### src/rtl/shiftreg_serializer.sv
// Handshaked N-bit serializer/deserializer: loads a word, shifts it out on sout
// while capturing sin, and presents the received word on q when the frame ends.
module shiftreg_serializer #(
  parameter int   N          = 9,
  parameter logic IDLE_LEVEL = 1'b0
) (
  input  logic         clk,
  input  logic         reset,
  input  logic         ld_valid,
  output logic         ld_ready,
  input  logic [N-1:0] d,
  input  logic         lsb_first,
  input  logic         shift_en,
  input  logic         sin,
  output logic         sout,
  output logic [N-1:0] q,
  output logic         busy,
  output logic         done
);

  localparam int CW = (N > 2) ? $clog2(N) : 1;

  typedef enum logic [1:0] {IDLE, SHIFT, DONE} state_t;

  state_t        state;
  logic [N-1:0]  shreg;
  logic [N-1:0]  shreg_next;
  logic [CW-1:0] cnt;
  logic          dir;

  always_comb begin
    shreg_next = dir ? {sin, shreg[N-1:1]} : {shreg[N-2:0], sin};
  end

  assign sout = (state == SHIFT) ? (dir ? shreg[0] : shreg[N-1]) : IDLE_LEVEL;

  // q is written on the final shift edge so it is already valid while done is high
  always_ff @(posedge clk) begin
    if (!reset) begin
      state    <= IDLE;
      shreg    <= '0;
      cnt      <= '0;
      dir      <= 1'b0;
      q        <= '0;
      done     <= 1'b0;
      busy     <= 1'b0;
      ld_ready <= 1'b1;
    end else begin
      done <= 1'b0;
      case (state)
        IDLE: begin
          if (ld_valid) begin
            shreg    <= d;
            dir      <= lsb_first;
            cnt      <= '0;
            state    <= SHIFT;
            busy     <= 1'b1;
            ld_ready <= 1'b0;
          end
        end
        SHIFT: begin
          if (shift_en) begin
            shreg <= shreg_next;
            if (cnt == CW'(N - 1)) begin
              cnt   <= '0;
              q     <= shreg_next;
              done  <= 1'b1;
              state <= DONE;
            end else begin
              cnt <= cnt + 1'b1;
            end
          end
        end
        DONE: begin
          state    <= IDLE;
          busy     <= 1'b0;
          ld_ready <= 1'b1;
        end
        default: begin
          state    <= IDLE;
          busy     <= 1'b0;
          ld_ready <= 1'b1;
        end
      endcase
    end
  end

endmodule
### config.mk
export PLATFORM = sky130hd
export DESIGN_NAME = shiftreg_serializer
export DESIGN_NICKNAME = d
export VERILOG_FILES = /design/src/rtl/shiftreg_serializer.sv
export SDC_FILE = /design/constraint.sdc
export NUM_CORES = 1
export LEC_CHECK = 0
export BUFFER_PORTS_ARGS = -buffer_cell sky130_fd_sc_hd__buf_2
export CAP_MARGIN = 20
export CORE_MARGIN = 5
export CORE_UTILIZATION = 48
export CTS_CLUSTER_DIAMETER = 120
export CTS_CLUSTER_SIZE = 40
export DETAILED_ROUTE_END_ITERATION = 12
export PLACE_DENSITY = 0.76
export SLEW_MARGIN = 25
export SYNTH_ARGS = -nofsm -noshare
export SYNTH_HDL_FRONTEND = slang
export SYNTH_SLANG_ARGS = --single-unit
### constraint.sdc
create_clock -name clk -period 1.5 [get_ports clk]
set_clock_uncertainty 0.05 [all_clocks]
set_input_delay 0.225 -clock clk [delete_from_list [all_inputs] [get_ports clk]]
set_output_delay 0.225 -clock clk [all_outputs]
set_load 0.01 [all_outputs]
# Word-level counts from Yosys, hierarchy flattened
# Cells that the tools add are included.
classes:
  n_addsub: 1
  multipliers: 0
  div: 0
  order_cmp: 0
  eq_ne: 5
  n_shift: 0
  mux: 19
  n_bitwise: 1
  n_reduce_logical: 8
ops:
  columns: ["op", "n"]
  rows:
  - ["$mux W9", 3]
  - ["$pmux W9 S2", 1]
  - ["$mux W4", 3]
  - ["$reduce_and A3 Y1", 4]
  - ["$pmux W4 S2", 1]
  - ["$mux W2", 3]
  - ["$mux W1", 5]
  - ["$add A4 B1 Y4 const B", 1]
  - ["$eq A4 B4 Y1 const B", 1]
  - ["$ne A2 B2 Y1 const B", 2]
  - ["$pmux W1 S2", 2]
  - ["$pmux W2 S2", 1]
  - ["$reduce_and A2 Y1", 2]
  - ["$eq A2 B1 Y1 const B", 1]
  - ["$logic_not A2 Y1", 1]
  - ["$ne A2 B1 Y1 const B", 1]
  - ["$reduce_bool A2 Y1", 1]
  - ["$not A1 Y1", 1]
totals:
  ff_bits: 28
  latchBits: 0
  ram_bits: 0
  mem_bits_ro: 0
  output_inout_bits: 13
  word_cells: 42
  mem_count: 0

# Logic depth before layout (Yosys ltp)
# Gate-level depths: netlist of the first run.
depth:
  depth_word: 4
  mapped_depth: 6
  depth_no_buf: 5

# Least setup slack after synthesis of the first run
# Ideal clock, no wire load.
synth_path:
  kind: "register to register"
  start: "register cnt[0]"
  end: "register cnt[0]"
  setup_time_ns: 0.083
  arrival_ns: 1.239
  t_required_ns: 1.367
  path_slack_ns: 0.128
  stages_incl_launch_ff: 7
  period_less_slack_ns: 1.372
  path_cell_list: "dfxtp_1 > inv_1 > ha_1 > nand3b_1 > buf_2 > nand2_1 > o31ai_4"
synth_via:
  elab_chain_len: 4
synth_rtl:
  columns: ["item", "line_no", "source"]
  rows:
  - ["from (decl)", "28", "logic [CW-1:0] cnt;"]
  - ["from (signal assigned)", "70", "cnt <= cnt + 1'b1;"]
  - ["$add A4 B1 Y4 / $eq A4 B4 Y1 (equally long branches)", "70, 64", null]
  - ["$mux W4 (*)", "64", "if (cnt == CW'(N - 1)) begin"]
  - ["$mux W4 (*)", "62", "if (shift_en) begin"]
  - ["$pmux W4 S2 (*)", "50", "case (state)"]
# Mark *: on every way between the ends. The rest lies on a longest branch, timed or not. The select of a mux whose other input is x is not followed.
# A chain may end at the register's enable or synchronous reset.

# Final worst setup path of the first run
layout_path:
  start: "register dir"
  end: "output sout"
layout_via:
  elab_chain_len: 2
layout_rtl:
  columns: ["item", "line_no", "source"]
  rows:
  - ["from (decl)", "29", "logic dir;"]
  - ["from (signal assigned)", "54", "dir <= lsb_first;"]
  - ["$mux W1 (2 in a row)", "35", "assign sout = (state == SHIFT) ? (dir ? shreg[0] : shreg[N-1]) : IDLE_LEVEL;"]
  - ["to (decl)", "15", "output logic sout,"]
# No other way between the ends.

==> summary.md, run 1 <==
| Metric | Value |
|---|---|
| RSZ-0062 raised after global routing | `yes` |
| Core area | `2734 µm²` |
| Fin nets | `190` |
| Critical path class | `flop to output pin` |
| Synth Warn # | `0` |
| FP Rows | `19` |
| Wire per inst | `15.38 µm` |
| Fin crit period | `1.486 ns` |
| Diodes inserted | `0` |
| Starting Density | `around half` |
| Skew-Pair Late Insertion Delay | `0.33 ns` |
| Pwr dens | `914.1 nW/µm²` |
| Initial DRC Count | `43` |
| Register area share after synthesis | `41.37%` |
| Fmax | `673.1 MHz` |
| DP Area | `1550 µm²` |
| Max-Cap Viols | `0` |
| Final Hold Fails | `0` |
| Drt via density | `5.665` |
| Ys flop type | `dfxtp_1` |
| Vias in the first global route | `1220` |
| First-pass GRT wire length | `5.361 mm` |
| Count leader, synth | `dfxtp_1` |
| Run status | `complete, no violations` |
| Leak pwr | `0.0006736 µW` |
| GRT Total Usage | `16.30%` |
| Synth top cells by count | `dfxtp_1, nor3_1, a21oi_1, mux2i_1` |
| Critical path peak fanout | `11` |
| Top Ports | `28` |
| Die H | `63.13 µm` |
| Initial antenna violation count | `0` |
| WP data arrival | `1.21 ns` |
| Post-Syn Nets | `157` |
| DP HPWL | `2.279 mm` |
| Async SR Flop Fraction | `0%` |
| Max VDD drop | `0.7332 mV` |
| Vias | `1150` |
| Worst slew margin | `68.96%` |
| Syn avg cell area | `9.679 µm²` |
| Layout cells sized above 1 | `36.05%` |
| CTS Sinks | `28` |
| CTS root buf | `clkbuf_4` |
| Worst hold path class | `input port to flop` |
| CTS buffer count | `3` |
| Fin. max-slew vios | `0` |
| GRT Residual Overflow | `0` |
| Critical path, cell by cell | `buf_12 > mux2i_1 > nor2b_1 > buf_2` |
| EDFF count, synth | `0` |
| Global placer's final weighted congestion | `slightly below 0.8` |
| Cell family with most CP delay | `flip-flops` |
| Startpoint types | `flop` |
| Yosys cell types | `32` |
| Setup Viol. Count Final | `0` |
| Die width | `roughly 63 µm` |
| Synth-to-layout area growth | `21.70%` |
| Worst-path clk slew | `0.16 ns` |
| Design Area, Final | `1649 µm²` |
| Synth top area cells | `dfxtp_1, mux2i_1, mux2_2, nor3_1, o2bb2ai_1` |
| Synth Cell Area | `1355 µm²` |
| Fillers | `250` |
| Crit end category | `output pin` |
| Post-synth top area cell | `dfxtp_1` |
| I/O Buffers | `27` |
| Final Cycle Share | `99.04%` |
| Largest stage delay, worst path | `0.38 ns` |
| Buf/Inv on CP | `2` |
| Worst-Margin Slew | `0.4650 ns` |
| TritonCTS clock tree | `built` |
| Worst EP required | `1.22 ns` |
| Drt drc | `0` |
| H-tree depth reported by CTS | `1` |
| Top cell type's share of synthesized area | `approximately 41%` |
| Critical path's slowest cell | `dfxtp_1` |
| DRT Pass-1 Iters | `4` |
| Largest net degree at the start of global routing | `17` |
| Flops & latches, synth | `28` |
| Die area | `3985 µm²` |
| Cells after synthesis | `between 100 and 150` |
| Hold Buf Count CTS | `0` |
| Antenna Nets Post-Route | `0` |
| Routed WL | `3.123 mm` |
| Clock buffer depth | `2` |
| Hold Slack | `0.1068 ns` |
-- routing by layer --
| layer | vias to the layer above | GRT usage, % | wire, µm |
|---|---|---|---|
| met1 | 545 | 19.93 | 1373 |
| met4 | 0 | 6.101 | 27 |
| li1 | 577 | - | - |
| met2 | 24 | 27.69 | 1612 |
| met5 | - | 0 | 0 |
| met3 | 4 | 3.552 | 110 |
-- metrics by stage --
step | utilization, % | worst slack (ns) | std cells | setup TNS [ns] | power [µW]
after global placement | 56.70 | 0.1234 | 196 | 0 | 1015
after detailed placement | 56.70 | 0.02439 | 196 | 0 | 1024
after floorplan | - | 0.1279 | 140 | 0 | 948.5
after CTS | 60.23 | -0.05284 | 203 | -0.05284 | 1518
after global routing | 60.32 | -0.06810 | 203 | -0.1082 | 1578
final | 60.32 | 0.01440 | 203 | 0 | 1507
-- layout make-up --
class / instances / area, µm² / area share, %
multi-input cells: 97 / 719.4 / 43.63
repair buffers: 39 / 254.0 / 15.40
inverters: 4 / 15.01 / 0.9105
clock inverters: 1 / 30.03 / 1.821
flip-flops and latches: 28 / 569.3 / 34.52
well taps: 31 / 38.79 / 2.352
clock buffers: 3 / 22.52 / 1.366
-- path summary, 6_finish.rpt --
kind,cells after the start,from,slack (ns),endpoint
max,4,dir,0.01,sout
min,3,d[3],0.11,shreg[3]
max reg2reg,5,state[1],0.02,cnt[0]
min reg2reg,1,ld_ready,0.43,ld_ready
-- flip-flops by register name (all words and copies together), names as in the netlist --
signal,cells
ld_ready,1
state,2
q,9
cnt,4
done,1
dir,1
busy,1
shreg,9
-- logic make-up (layout without fill, tap and decap cells) --
logic type / after synthesis / count (layout) / synth area share [%]
AOI/OAI and AO/OA: 32 / 32 / 16.90
buffers and inverters: 15 / 47 / 6.370
and+or+nand+nor: 43 / 43 / 17.92
DFF: 28 / 28 / 41.37
muxes: 20 / 20 / 15.61
adders and majority gates: 2 / 2 / 1.846
-- repair_timing --
item	4_1_cts	5_1_grt
gates resized for setup	8	4
setup buffers	3	1
cloned	0	0
endpoints found under the setup margin	3	14
-- placed cells by master (no fill, tap or decap), drive strengths merged, types with 2 or more instances in the layout --
master    n
dfxtp    28
mux2      9
nand2     3
inv       4
buf      39
ha        2
nor3     20
a21oi    11
a31oi     2
mux2i    11
o2bb2ai   9
o21ai     4
nand3     2
clkbuf    3
nor2b     3
nand3b    3
and3b     3
a311oi    2
nor2      3
-- worst register-to-register path: stages, from the launching register on --
cell and delay, ns:
dfxtp_4 0.39, buf_4 0.15, or2b_1 0.24, or2_4 0.24
buf_12 0.14, o31ai_4 0.20
-- report_power, final --
part           switching, µW  total, µW  internal [µW]
Sequential              25.0        797            772
Clock                    223        494            270
Combinational            106        217            111
Note: power is estimated with default switching activity, not from simulation.
==> inputs of run 2 (changes only) <==
--- a/config.mk
+++ b/config.mk
@@ -13,6 +13,7 @@
 export CTS_CLUSTER_SIZE = 40
 export DETAILED_ROUTE_END_ITERATION = 12
 export PLACE_DENSITY = 0.76
+export SETUP_SLACK_MARGIN = 0.05
 export SLEW_MARGIN = 25
 export SYNTH_ARGS = -nofsm -noshare
 export SYNTH_HDL_FRONTEND = slang
==> constraint.sdc (replaced) <==
create_clock -name clk -period 1.3 [get_ports clk]
set_clock_uncertainty 0.05 [all_clocks]
set_input_delay 0.195 -clock clk [delete_from_list [all_inputs] [get_ports clk]]
set_output_delay 0.195 -clock clk [all_outputs]
set_load 0.01 [all_outputs]
==> run 2 against run 1 <==
The run now ends with setup timing left. Largest cell class unchanged. Sequential share of layout area shrank 6.5 points. Non-clock buffer count grew 16. Flip-flop and latch count is the same. Count of clock-buffer cells in the layout grew 1. Highest routed layer unchanged. Combinational power grew 89%. Hold slack lost 0.054 ns. Total power grew 23%. Core utilization grew 14 points. Setup slack lost 0.22 ns. Routed wire length grew 32%. Die area is the same. Critical path type unchanged.
==> summary.md, run 2 (synthesized netlist as in run 1, its figures left out) <==
| Metric | Value |
|---|---|
| DRT Pass-1 Iters | `4` |
| Run status | `finished with violations` |
| Vias | `1310` |
| Critical path class | `flop to output pin` |
| Routed WL | `roughly 4.1 mm` |
| GRT Residual Overflow | `0` |
| Fmax | `662.1 MHz` |
| Setup Viol. Count Final | `23` |
| Worst-Margin Slew | `0.5644 ns` |
| Critical path peak fanout | `2` |
| I/O Buffers | `27` |
| Violated checks | `setup timing` |
| RSZ-0062 raised after global routing | `yes` |
| DP Area | `1634 µm²` |
| Worst hold path class | `input port to flop` |
| CTS root buf | `clkbuf_4` |
| GRT Total Usage | `20.37%` |
| Post-Layout Cell Count | `220` |
| Starting Density | `49.57%` |
| Most frequent cells in the layout | `buf_2, dfxtp_1, buf_4` |
| Largest net degree at the start of global routing | `17` |
| CTS buffer count | `3` |
| Fin crit period | `1.510 ns` |
| Pre-CTS WS | `-0.07477 ns` |
| Initial antenna violation count | `0` |
| Wire per inst | `18.80 µm` |
| Leak pwr | `0.0008173 µW` |
| Post-layout util | `74.42%` |
| Skew-Pair Late Insertion Delay | `0.35 ns` |
| Clock buffer depth | `2` |
| Max VDD drop | `0.7305 mV` |
| Die area | `3985 µm²` |
| Vias in the first global route | `1355` |
| Fin nets | `just over 200` |
| Fin. max-slew vios | `0` |
| Synth-to-layout area growth | `50.14%` |
| Comb pwr share | `22.1%` |
| Worst-path clk slew | `0.17 ns` |
| H-tree depth reported by CTS | `1` |
| Clock Power Share | `28.4%` |
| Worst EP required | `1.05 ns` |
| WP data arrival | `1.27 ns` |
| Die H | `63.13 µm` |
| First-pass GRT wire length | `6.582 mm` |
| Diodes inserted | `0` |
| Top Ports | `28` |
| Final WS setup | `-0.2104 ns` |
| Placed insts | `203` |
| FP Rows | `19` |
| Crit end category | `output pin` |
| Flop pwr share | `a little under 50%` |
| Drt via density | `5.955` |
| Hold Buf Count CTS | `0` |
| Global placer's final weighted congestion | `0.8475` |
| Die width | `63.13 µm` |
| Internal power | `1350 µW` |
| Initial DRC Count | `between 70 and 80` |
| R2R Setup Slk | `-0.17 ns` |
| Layout cells sized above 1 | `between 50% and 60%` |
| Worst slew margin | `slightly above 60%` |
| TritonCTS clock tree | `built` |
| Max-Cap Viols | `0` |
| Antenna Nets Post-Route | `0` |
| CTS Sinks | `28` |
| NetSw | `just over 500 µW` |
| Core area | `2734 µm²` |
| Commonest non-fill, non-tap cell in the layout | `buf_2` |
| DP HPWL | `2.357 mm` |
| Design Area, Final | `2034 µm²` |
| Top Registers | `q x9, shreg x9, cnt x4` |
| Final Cycle Share | `116.2%` |
| Total Power | `1862 µW` |
| Sw frac | `27.47%` |
| Final Hold Fails | `0` |
| Pwr dens | `915.0 nW/µm²` |
| Drt drc | `0` |
| Startpoint types | `flop` |
-- run 2: cell count changes in the layout (fill, tap and decap cells not counted), moves of 2 or more --
cell	change
mux2i_4	+3
buf_6	+8
o2bb2ai_1	-4
mux2i_1	-4
a21oi_1	-2
o2bb2ai_2	+4
a21oi_2	+2
buf_12	+2
nor3_1	-11
o21ai_0	-2
nor3_2	+10
buf_4	+5
-- run 2: path summary, 6_finish.rpt --
path,startpoint,end,depth (start not counted)
hold / removal,d[4],shreg[4],3
setup reg to reg,state[1],q[2],6
hold reg to reg,ld_ready,ld_ready,1
setup / recovery,state[1],sout,5
-- run 2: power groups by stage --
stage / sequential [µW] / combinational, µW / clock (µW)
final: 922 / 411 / 528
after global routing: 926 / 438 / 572
after CTS: 920 / 360 / 521
after detailed placement: 937 / 273 / 0
after global placement: 935 / 266 / 0
after floorplan: 931 / 166 / 0
-- run 2: timing repair --
item                       in CTS  in global routing
setup endpoints to repair      24                 27
buffers inserted                8                  1
hold endpoints to repair        0                  0
pin swaps                       6                  3
gates resized for setup        36                 21
gates cloned                    2                  2
-- run 2: area by class of cell --
class,count,area (µm²)
Multi-Input combinational cell,98,903.4
Sequential cell,28,570.5
Fill cell,167,699.4
Clock buffer,4,47.55
Timing Repair Buffer,55,459.2
Inverter,4,15.01
Tap cell,31,38.79
-- run 2: through the flow --
step,hold slack [ns],TNS (ns)
CTS,0.05756,-1.314
global placement,0.3835,-0.6024
global route,0.04102,-3.426
finish,0.05297,-2.488
floorplan,0.2654,0
detailed placement,0.3911,-0.8599
-- run 2: routing by layer --
layer	global-route usage (%)	up-vias	part of all wire, %
li1	-	618	-
met1	24.86	636	42
met2	35.90	47	51
met3	3.020	9	4.8
met4	7.162	0	2.1
met5	0	-	0
-- run 2: worst max-delay path, stage by stage, from the launching register on --
cell	delay, ns
dfxtp_2	0.36
buf_6	0.12
nor2b_4	0.10
buf_6	0.11
nor2b_4	0.13
buf_6	0.10
